[config.mk]
export PLATFORM = sky130hd
export DESIGN_NAME = bus_timing_flat
export DESIGN_NICKNAME = d
export VERILOG_FILES = /design/src/rtl/bus_timing_if.sv /design/src/rtl/bus_timing.sv /design/src/flat_wrapper.sv
export SDC_FILE = /design/constraint.sdc
export NUM_CORES = 1
export LEC_CHECK = 0
export BUFFER_PORTS_ARGS = -buffer_cell sky130_fd_sc_hd__clkbuf_2
export CAP_MARGIN = 20
export CORE_MARGIN = 8
export CORE_UTILIZATION = 55
export DETAILED_ROUTE_END_ITERATION = 10
export HOLD_SLACK_MARGIN = 0.06
export PLACE_DENSITY_LB_ADDON = 0.25
export SLEW_MARGIN = 20
export SYNTH_ARGS = -nofsm -noshare
export SYNTH_HDL_FRONTEND = slang
export SYNTH_SLANG_ARGS = --single-unit
[constraint.sdc]
create_clock -name clk16_i -period 3.77 [get_ports clk16_i]
set_input_delay 0.5655 -clock clk16_i [delete_from_list [all_inputs] [get_ports clk16_i]]
set_output_delay 0.5655 -clock clk16_i [all_outputs]
set_load 0.005 [all_outputs]
[src/rtl/bus_timing_if.sv]
// bus_timing_if: CPU/DMA bus-cycle control and status signals of bus_timing.
interface bus_timing_if;
  logic [1:0] speed_i;
  logic       run_i;
  logic       spi_req_i;
  logic       cpu_clk_o;
  logic       cpu_be_o;
  logic       cpu_setup_o;
  logic       cpu_commit_o;
  logic       spi_grant_o;
  logic       spi_ack_o;
  logic       halted_o;
  modport master (
    output speed_i, run_i, spi_req_i,
    input  cpu_clk_o, cpu_be_o, cpu_setup_o, cpu_commit_o, spi_grant_o, spi_ack_o, halted_o
  );
  modport slave (
    input  speed_i, run_i, spi_req_i,
    output cpu_clk_o, cpu_be_o, cpu_setup_o, cpu_commit_o, spi_grant_o, spi_ack_o, halted_o
  );
endinterface

[src/rtl/bus_timing.sv]
// bus_timing: derives 65xx PHI2, bus enable and phase strobes, interleaving DMA and halt cycles.
module bus_timing #(
  parameter int CYCLE_CLKS = 16,
  parameter int CNT_W      = $clog2(CYCLE_CLKS)
) (
  input  logic clk16_i,
  input  logic reset_nai,
  bus_timing_if.slave bus
);
  typedef enum logic [1:0] {K_CPU = 2'd0, K_DMA = 2'd1, K_IDLE = 2'd2} kind_t;
  localparam logic [CNT_W:0] CYC = CYCLE_CLKS[CNT_W:0];
  kind_t            kind_q, kind_d;
  logic [CNT_W-1:0] cnt_q, cnt_d;
  logic [1:0]       speed_q, speed_d;
  logic [CNT_W:0]   p_q, p_d;
  logic [CNT_W-1:0] last_q, last_d, half_d;
  logic             bnd;
  logic [6:0]       out_q, out_d;
  always_ff @(posedge clk16_i or negedge reset_nai) begin
    if (!reset_nai) begin
      kind_q  <= K_CPU;
      cnt_q   <= '0;
      speed_q <= 2'd0;
      out_q   <= '0;
    end else begin
      kind_q  <= kind_d;
      cnt_q   <= cnt_d;
      speed_q <= speed_d;
      out_q   <= out_d;
    end
  end
  // speed and kind are only resampled at the boundary, so P never changes mid-cycle
  always_comb begin
    p_q     = CYC >> speed_q;
    last_q  = CNT_W'(p_q - 1'b1);
    bnd     = cnt_q == last_q;
    cnt_d   = bnd ? '0 : cnt_q + 1'b1;
    speed_d = bnd ? bus.speed_i : speed_q;
    kind_d  = !bnd ? kind_q :
              (bus.spi_req_i && kind_q != K_DMA) ? K_DMA :
              bus.run_i ? K_CPU : K_IDLE;
  end
  // outputs decode the incoming (cnt, kind) so the registers line up with cnt
  always_comb begin
    p_d    = CYC >> speed_d;
    half_d = CNT_W'(p_d >> 1);
    last_d = CNT_W'(p_d - 1'b1);
    out_d  = {kind_d == K_CPU && cnt_d >= half_d,
              kind_d == K_CPU,
              kind_d == K_CPU && cnt_d == half_d - 1'b1,
              kind_d == K_CPU && cnt_d == last_d,
              kind_d == K_DMA,
              kind_d == K_DMA && cnt_d == last_d,
              kind_d == K_IDLE};
  end
  assign {bus.cpu_clk_o, bus.cpu_be_o, bus.cpu_setup_o, bus.cpu_commit_o,
          bus.spi_grant_o, bus.spi_ack_o, bus.halted_o} = out_q;
endmodule

[src/flat_wrapper.sv]
// flat-port wrapper written by rule: the top's interface ports become plain ports
module bus_timing_flat 
#(
  parameter int CYCLE_CLKS = 16,
  parameter int CNT_W      = $clog2(CYCLE_CLKS)
)
  (clk16_i, reset_nai, bus_speed_i, bus_run_i, bus_spi_req_i, bus_cpu_clk_o, bus_cpu_be_o, bus_cpu_setup_o, bus_cpu_commit_o, bus_spi_grant_o, bus_spi_ack_o, bus_halted_o);
  bus_timing_if bus_i ();
  input  logic clk16_i;
  input  logic reset_nai;
  input wire logic [$bits(bus_i.speed_i)-1:0] bus_speed_i;
  input wire logic [$bits(bus_i.run_i)-1:0] bus_run_i;
  input wire logic [$bits(bus_i.spi_req_i)-1:0] bus_spi_req_i;
  output wire logic [$bits(bus_i.cpu_clk_o)-1:0] bus_cpu_clk_o;
  output wire logic [$bits(bus_i.cpu_be_o)-1:0] bus_cpu_be_o;
  output wire logic [$bits(bus_i.cpu_setup_o)-1:0] bus_cpu_setup_o;
  output wire logic [$bits(bus_i.cpu_commit_o)-1:0] bus_cpu_commit_o;
  output wire logic [$bits(bus_i.spi_grant_o)-1:0] bus_spi_grant_o;
  output wire logic [$bits(bus_i.spi_ack_o)-1:0] bus_spi_ack_o;
  output wire logic [$bits(bus_i.halted_o)-1:0] bus_halted_o;
  assign bus_i.speed_i = bus_speed_i;
  assign bus_i.run_i = bus_run_i;
  assign bus_i.spi_req_i = bus_spi_req_i;
  assign bus_cpu_clk_o = bus_i.cpu_clk_o;
  assign bus_cpu_be_o = bus_i.cpu_be_o;
  assign bus_cpu_setup_o = bus_i.cpu_setup_o;
  assign bus_cpu_commit_o = bus_i.cpu_commit_o;
  assign bus_spi_grant_o = bus_i.spi_grant_o;
  assign bus_spi_ack_o = bus_i.spi_ack_o;
  assign bus_halted_o = bus_i.halted_o;
  bus_timing #(.CYCLE_CLKS(CYCLE_CLKS), .CNT_W(CNT_W)) u_core (.clk16_i(clk16_i), .reset_nai(reset_nai), .bus(bus_i));
endmodule
==> results of run 1 <==
## registers in the layout, indices dropped and copies added (netlist names)
name	cells
u_core.out_q	7
u_core.cnt_q	4
u_core.speed_q	2
u_core.kind_q	2
## power by group
group | internal [mW] | switching, mW | leakage (nW)
Sequential | 0.230 | 0.0646 | 0.186
Clock | 0.0411 | 0.0521 | 0.0150
Combinational | 0.289 | 0.304 | 0.310
Total | 0.559 | 0.420 | 0.510
## worst paths after layout
check | endpoint | slack [ns] | cells past startpoint
setup / recovery | u_core.out_q[6]$_DFF_PN0_ | 1.05 | 11
hold / removal | u_core.out_q[4]$_DFF_PN0_ | 0.17 | 1
setup reg to reg | u_core.out_q[6]$_DFF_PN0_ | 1.05 | 11
hold reg to reg | u_core.kind_q[1]$_DFF_PN0_ | 0.56 | 1
max in group asynchronous | u_core.out_q[2]$_DFF_PN0_ | 3.32 | 1
min in group clk16_i | u_core.out_q[2]$_DFF_PN0_ | 0.55 | 3
## cell usage after synthesis
library cell and number:
ha_1 5, nand2b_1 5, a21oi_1 2, nand3b_1 1, mux2i_1 5, a21o_1 2, and2_1 1, and2_2 1
nor4_4 1, xor2_1 1, nor2_1 8, nor4b_4 1, inv_1 5, or2_4 1, xnor2_2 2, o21ai_0 1
nor2b_4 1, dfrtp_1 15, mux2_4 2, o311a_2 1, buf_4 1, a221oi_1 1, nor4_1 1, and3_1 1
nor4_2 1, nor3_2 1, nand3_1 1, nor3_4 1, o22ai_1 1, nand2_1 6, a21oi_2 1, a211o_1 1
clkbuf_1 1, nor3_1 1
## layout make-up
cell class / instances / area [sq um]
multi-input combinational: 58 / 491.7
fill: 125 / 531.8
timing repair buffer: 12 / 60.06
inverter: 5 / 18.77
sequential: 15 / 375.4
tap: 16 / 20.02
clock buffer: 4 / 26.28
## routing by layer
metal  global-route usage, %  part of all wire (%)  up-vias  wire (um)
li1                        -                     -      308          -
met1                   12.86                    46      296        719
met2                   16.64                    48        7        746
met3                   4.045                   3.5        4         55
met4                   6.186                   1.9        0         29
met5                       0                     0        -          0
## logic make-up after synthesis
family,Yosys count,synth area share [%]
mux,7,8.926
xor+xnor,3,4.603
fa+ha+maj,5,6.974
compound gates,10,8.229
simple gates,33,26.08
flops,15,41.84
buf+inv,7,3.347
## cell usage in the layout, fill, tap and decap left out, types with 3 or more instances in the layout
cell and instances:
clkbuf_2 12, clkbuf_4 3, dfrtp_1 15, ha_1 5, inv_1 5, mux2i_1 5, nand2_1 6, nand2b_1 5
nor2_1 8
## stage by stage
stage,power [mW],setup WS (ns),cells
floorplan,0.7758,1.232,80
global placement,0.8833,1.063,106
detailed placement,0.8933,1.043,106
CTS,0.9906,1.021,110
global route,1.080,0.8194,110
finish,0.9795,1.045,110
==> reports/results.txt, run 1 <==
Status: finished clean
Cell Area, Synth: 897.1 sq um
Synth Area per Inst: 11.21 sq um
WS Path Type: reg2reg
ANT nets after route: 0
DR pass1 iterations: 4
Setup TNS: 0 ns
Floorplan die height: 56.39 um
Post-Route WL: 1.550 mm
Share of layout cells above drive strength 1: 30.85%
Reg2reg start: u_core.speed_q[0]$_DFF_PN0_
Worst setup path start: u_core.speed_q[0]$_DFF_PN0_
Synth cell types: 34
Diodes inserted: 0
Die X: 56.39 um
Power Dens Cells: 987.2 nW/um^2
Seq/Total Area, Yosys: 41.84%
DP HPWL: 1.239 mm
GRT overflow: 0
DRC: 0
Pin count of the biggest net entering global routing: 16
Clk sinks: 15
CP Max Fanout: 10
Worst Skew: 0.007523 ns
Final min period: 2.725 ns
First-pass GRT wire length: 2.787 mm
Vias in the first global route: 615
Type of the worst min-delay path: in2async
CP Data Arrival Time: 2.90 ns
Leakage: 0.5101 nW
Vias: 615
Final Wtd Congestion: 0.8187
Fin. max-slew vios: 0
CTS hold repair buffers: 0
Area leader, netlist: dfrtp_1
Core ar.: 1524 sq um
Standard-cell row count: 14
Num CTS Buffers: 3
Crit path buffers/inverters: 0
CTS tree: yes
FF+latch count, synth: 15
Tcrit/Tclk final: 72.27%
Worst hold slack: 0.1724 ns
I/O pin total: 13
Worst Path Required: 3.95 ns
Post-Syn Instances: 80
Post-route cell area: 992.2 sq um
Vias/cell: 5.591
Critical Path Source Type: register
Synth-to-layout area growth: 10.60%
Clock Path Buffers: 2
H-tree levels: 1
All-Layer GR Usage: 10.93%
CTS Root Cell: clkbuf_4
Worst slew pin tran: 0.5585 ns
Antenna violations before repair: 0
Port buffer count: 12
Setup Buffers After CTS: 0
IR Drop Worst-Case VDD: 0.4797 mV
Initial core utilization: 58.87%
DP Area: 965.9 sq um
WL per Instance: 14.09 um
RSZ-0062 raised after global routing: no
Synth warn: 0
CP top delay family: simple AND/OR/NAND/NOR gates
Max Cap Viol: 0
Initial drt markers: 13
Clock Pin Slew Worst Setup and Hold Paths: 0.09 ns
Setup crit end kind: register
Yosys top cell area share: 41.84%
Final setup violating endpoints: 0
Synth area leaders: dfrtp_1, ha_1, mux2i_1, xnor2_2, nand2b_1
# resized after CTS: 0
Max incr delay on CP: 0.50 ns
Die Area: 3179 sq um
Critical-path top delay cell: dfrtp_1
CP Cell Sequence: nand2b_1, nor3_2, nor3_4, mux2i_1, nor2_1, ha_1, nand2b_1, a21o_1, a21o_1, a21oi_1, nor2_1
Final Hold Viols: 0
Post-synth net total: 91
Relative slew slack: 62.38%
Fmax achieved: 0.3670 GHz
Clk_lat worst skew: 0.29 ns
Core Util, Final: 65.11%
Nets@finish: 106
(Power assumes the default switching activity.)
==> run 2, diff against run 1 <==
Settings changed: ABC_AREA from default to 1, CORE_UTILIZATION 55 to 49.
Clock period 3.77 ns to 2.23 ns, I/O delays scaled along.
==> run 2 against run 1 <==
Against the previous run:
- synthesized cell count increased by 48%
- global-route usage increased by 1.4 points
- first-iteration DRC count increased by 15%
- final cell count increased by 49%
- wire length increased by 30%
- design area increased by 17%
- non-clock buffer count increased by 7
- register-to-register slack got worse by 0.88 ns
- critical endpoint unchanged
- maximum frequency increased by 32%
- worst setup slack got worse by 0.88 ns
==> reports/results.txt, run 2 <==
WL per Instance: 12.29 um
Worst Path Required: 2.43 ns
Vias: 811
Final min period: 2.067 ns
Share of layout cells above drive strength 1: 38.85%
Nets@finish: 151
Num CTS Buffers: 3
Post-synth top cells: nand2_1, inv_1, dfrtp_1
H-tree levels: 1
WS Path Type: reg2reg
Post-synth EDFFs: 0
Critical Path Source Type: register
Most flops, register: u_core.out_q
GR Util met3: 3.254%
Most frequent cells in the layout: nand2_1, inv_1, clkbuf_2, dfrtp_1, nand2_2
Pre-CTS setup slack: 0.08544 ns
Seq/Total Area, Yosys: 41.15%
Status: finished clean
Yosys top cell area share: 41.15%
Tcrit/Tclk final: 92.70%
Worst slew pin tran: 0.3709 ns
CTS tree: yes
CTS Root Cell: clkbuf_4
Final Hold Viols: 0
CP Data Arrival Time: 2.26 ns
Clock Pin Slew Worst Setup and Hold Paths: 0.10 ns
DP HPWL: 1.477 mm
Synth cell types: 22
Worst setup path start: u_core.speed_q[1]$_DFF_PN0_
Synth Area per Inst: 7.730 sq um
Max Cap Viol: 0
Initial drt markers: 15
Reg2reg start: u_core.speed_q[1]$_DFF_PN0_
Setup TNS: 0 ns
Commonest non-fill, non-tap cell in the layout: nand2_1
Vias/cell: 4.945
Antenna violations before repair: 0
Max reg flops: 7
All-Layer GR Usage: 12.29%
Core ar.: 1745 sq um
Port buffer count: 12
CP Max Fanout: 7
Pin count of the biggest net entering global routing: 16
Relative slew slack: 75.27%
Met1 Use GR: 13.76%
Initial core utilization: 52.26%
Busiest grt layer: met2
Count leader, synth: nand2_1
Setup crit end kind: register
Floorplan die height: 59.15 um
FF+latch count, synth: 15
Diodes inserted: 0
Fin. max-slew vios: 0
Fraction of registers with async set or reset after synthesis: 100.0%
GRT overflow: 0
Synth area leaders: dfrtp_1, nand2_1, inv_1, ha_1, nand3_1
Final Wtd Congestion: 0.8653
Post-synth net total: 129
Die Area: 3498 sq um
Post-Syn Instances: 118
Met2 global-route usage: 20.56%
Ys flop type: dfrtp_1
Largest regs: u_core.out_q: 7 flops, u_core.cnt_q: 4 flops
DRC: 0
Setup WS post-layout: 0.1628 ns
Clk_lat worst skew: 0.29 ns
Type of the worst min-delay path: in2reg
Vias in the first global route: 755
Clk sinks: 15
I/O pin total: 13
Fmax achieved: 0.4838 GHz
DR pass1 iterations: 4
Synth warn: 0
Standard-cell row count: 15
Cell Area, Synth: 912.1 sq um
ANT nets after route: 0
Die X: 59.15 um
Final setup violating endpoints: 0
First-pass GRT wire length: 3.263 mm
Area leader, netlist: dfrtp_1
Worst Skew: 0.002225 ns
Hold path startpoint: bus_speed_i[0]
Post-Route WL: 2.015 mm
Synth-to-layout area growth: 26.75%
Clock Path Buffers: 2
-- run 2: cell types whose count changed in the layout (fill, tap and decap cells not counted), sizes merged, moves of 2 or more --
cell    delta
inv       +18
nor2       +4
mux2       -2
nand3      +9
buf        +6
xnor2      -2
xor2       +2
o21ai      +2
mux2i      -5
and2       -2
a21o       -2
nor4       -3
nand2b     -5
nand2     +31
-- run 2: kinds of logic after synthesis --
| logic type | Yosys count | synth area share (%) |
|---|---|---|
| xor+xnor | 3 | 2.881 |
| buf+inv | 25 | 11.11 |
| compound gates | 6 | 4.801 |
| flops | 15 | 41.15 |
| simple gates | 64 | 33.20 |
| fa+ha+maj | 5 | 6.859 |
-- run 2: final timing paths --
| kind | to | slack (ns) | cells after the start |
|---|---|---|---|
| max reg2reg | u_core.out_q[6]$_DFF_PN0_ | 0.16 | 12 |
| max in group asynchronous | u_core.speed_q[0]$_DFF_PN0_ | 1.46 | 2 |
| min in group asynchronous | u_core.kind_q[0]$_DFF_PN0_ | 0.48 | 2 |
| min | u_core.speed_q[0]$_DFF_PN0_ | 0.30 | 3 |
| min reg2reg | u_core.cnt_q[0]$_DFF_PN0_ | 0.57 | 1 |
| max | u_core.out_q[6]$_DFF_PN0_ | 0.16 | 12 |
-- run 2: routing by layer --
metal / up-vias / wire (um)
li1: 399 / -
met1: 377 / 828
met2: 26 / 1008
met3: 9 / 110
met4: 0 / 68
met5: - / 0
-- run 2: worst max-delay path: stages, from the launching register on --
cell and delay [ns]:
dfrtp_2 0.48, nand2_1 0.11, inv_1 0.08, nor2_4 0.14
nand3_4 0.12, buf_4 0.19, nand2_1 0.17, inv_1 0.08
ha_1 0.28, o21ai_1 0.07, nand2_1 0.07, a21oi_2 0.12
nor2_1 0.05
-- run 2: metrics by stage --
stage	cells	utilization [%]	area [sq um]	hold slack, ns
2_1_floorplan	118	-	912.1	0.03891
5_1_grt	164	66.24	1156	0.3074
3_5_place_dp	154	57.06	996.0	0.2642
6_report	164	66.24	1156	0.2977
4_1_cts	159	59.21	1033	0.3451
3_3_place_gp	154	57.06	996.0	0.2631
-- run 2: repair_timing --
action                                 in CTS  in global routing
gates resized for setup                     0                 27
hold buffers                                1                  0
endpoints found under the hold margin      15                  0
buffers inserted                            0                  5
setup endpoints to repair                   0                  1
-- run 2: final cells by class --
class,instances,area [sq um]
inverters,23,86.33
flip-flops and latches,15,379.1
multi-input cells,78,516.7
fillers,156,589.3
repair buffers,19,115.1
well taps,25,31.28
clock inverters,1,5.005
clock buffers,3,22.52
Power of run 2 is not shown: default switching activity piles up to over one toggle a cycle in this logic, so the estimate is an artifact.
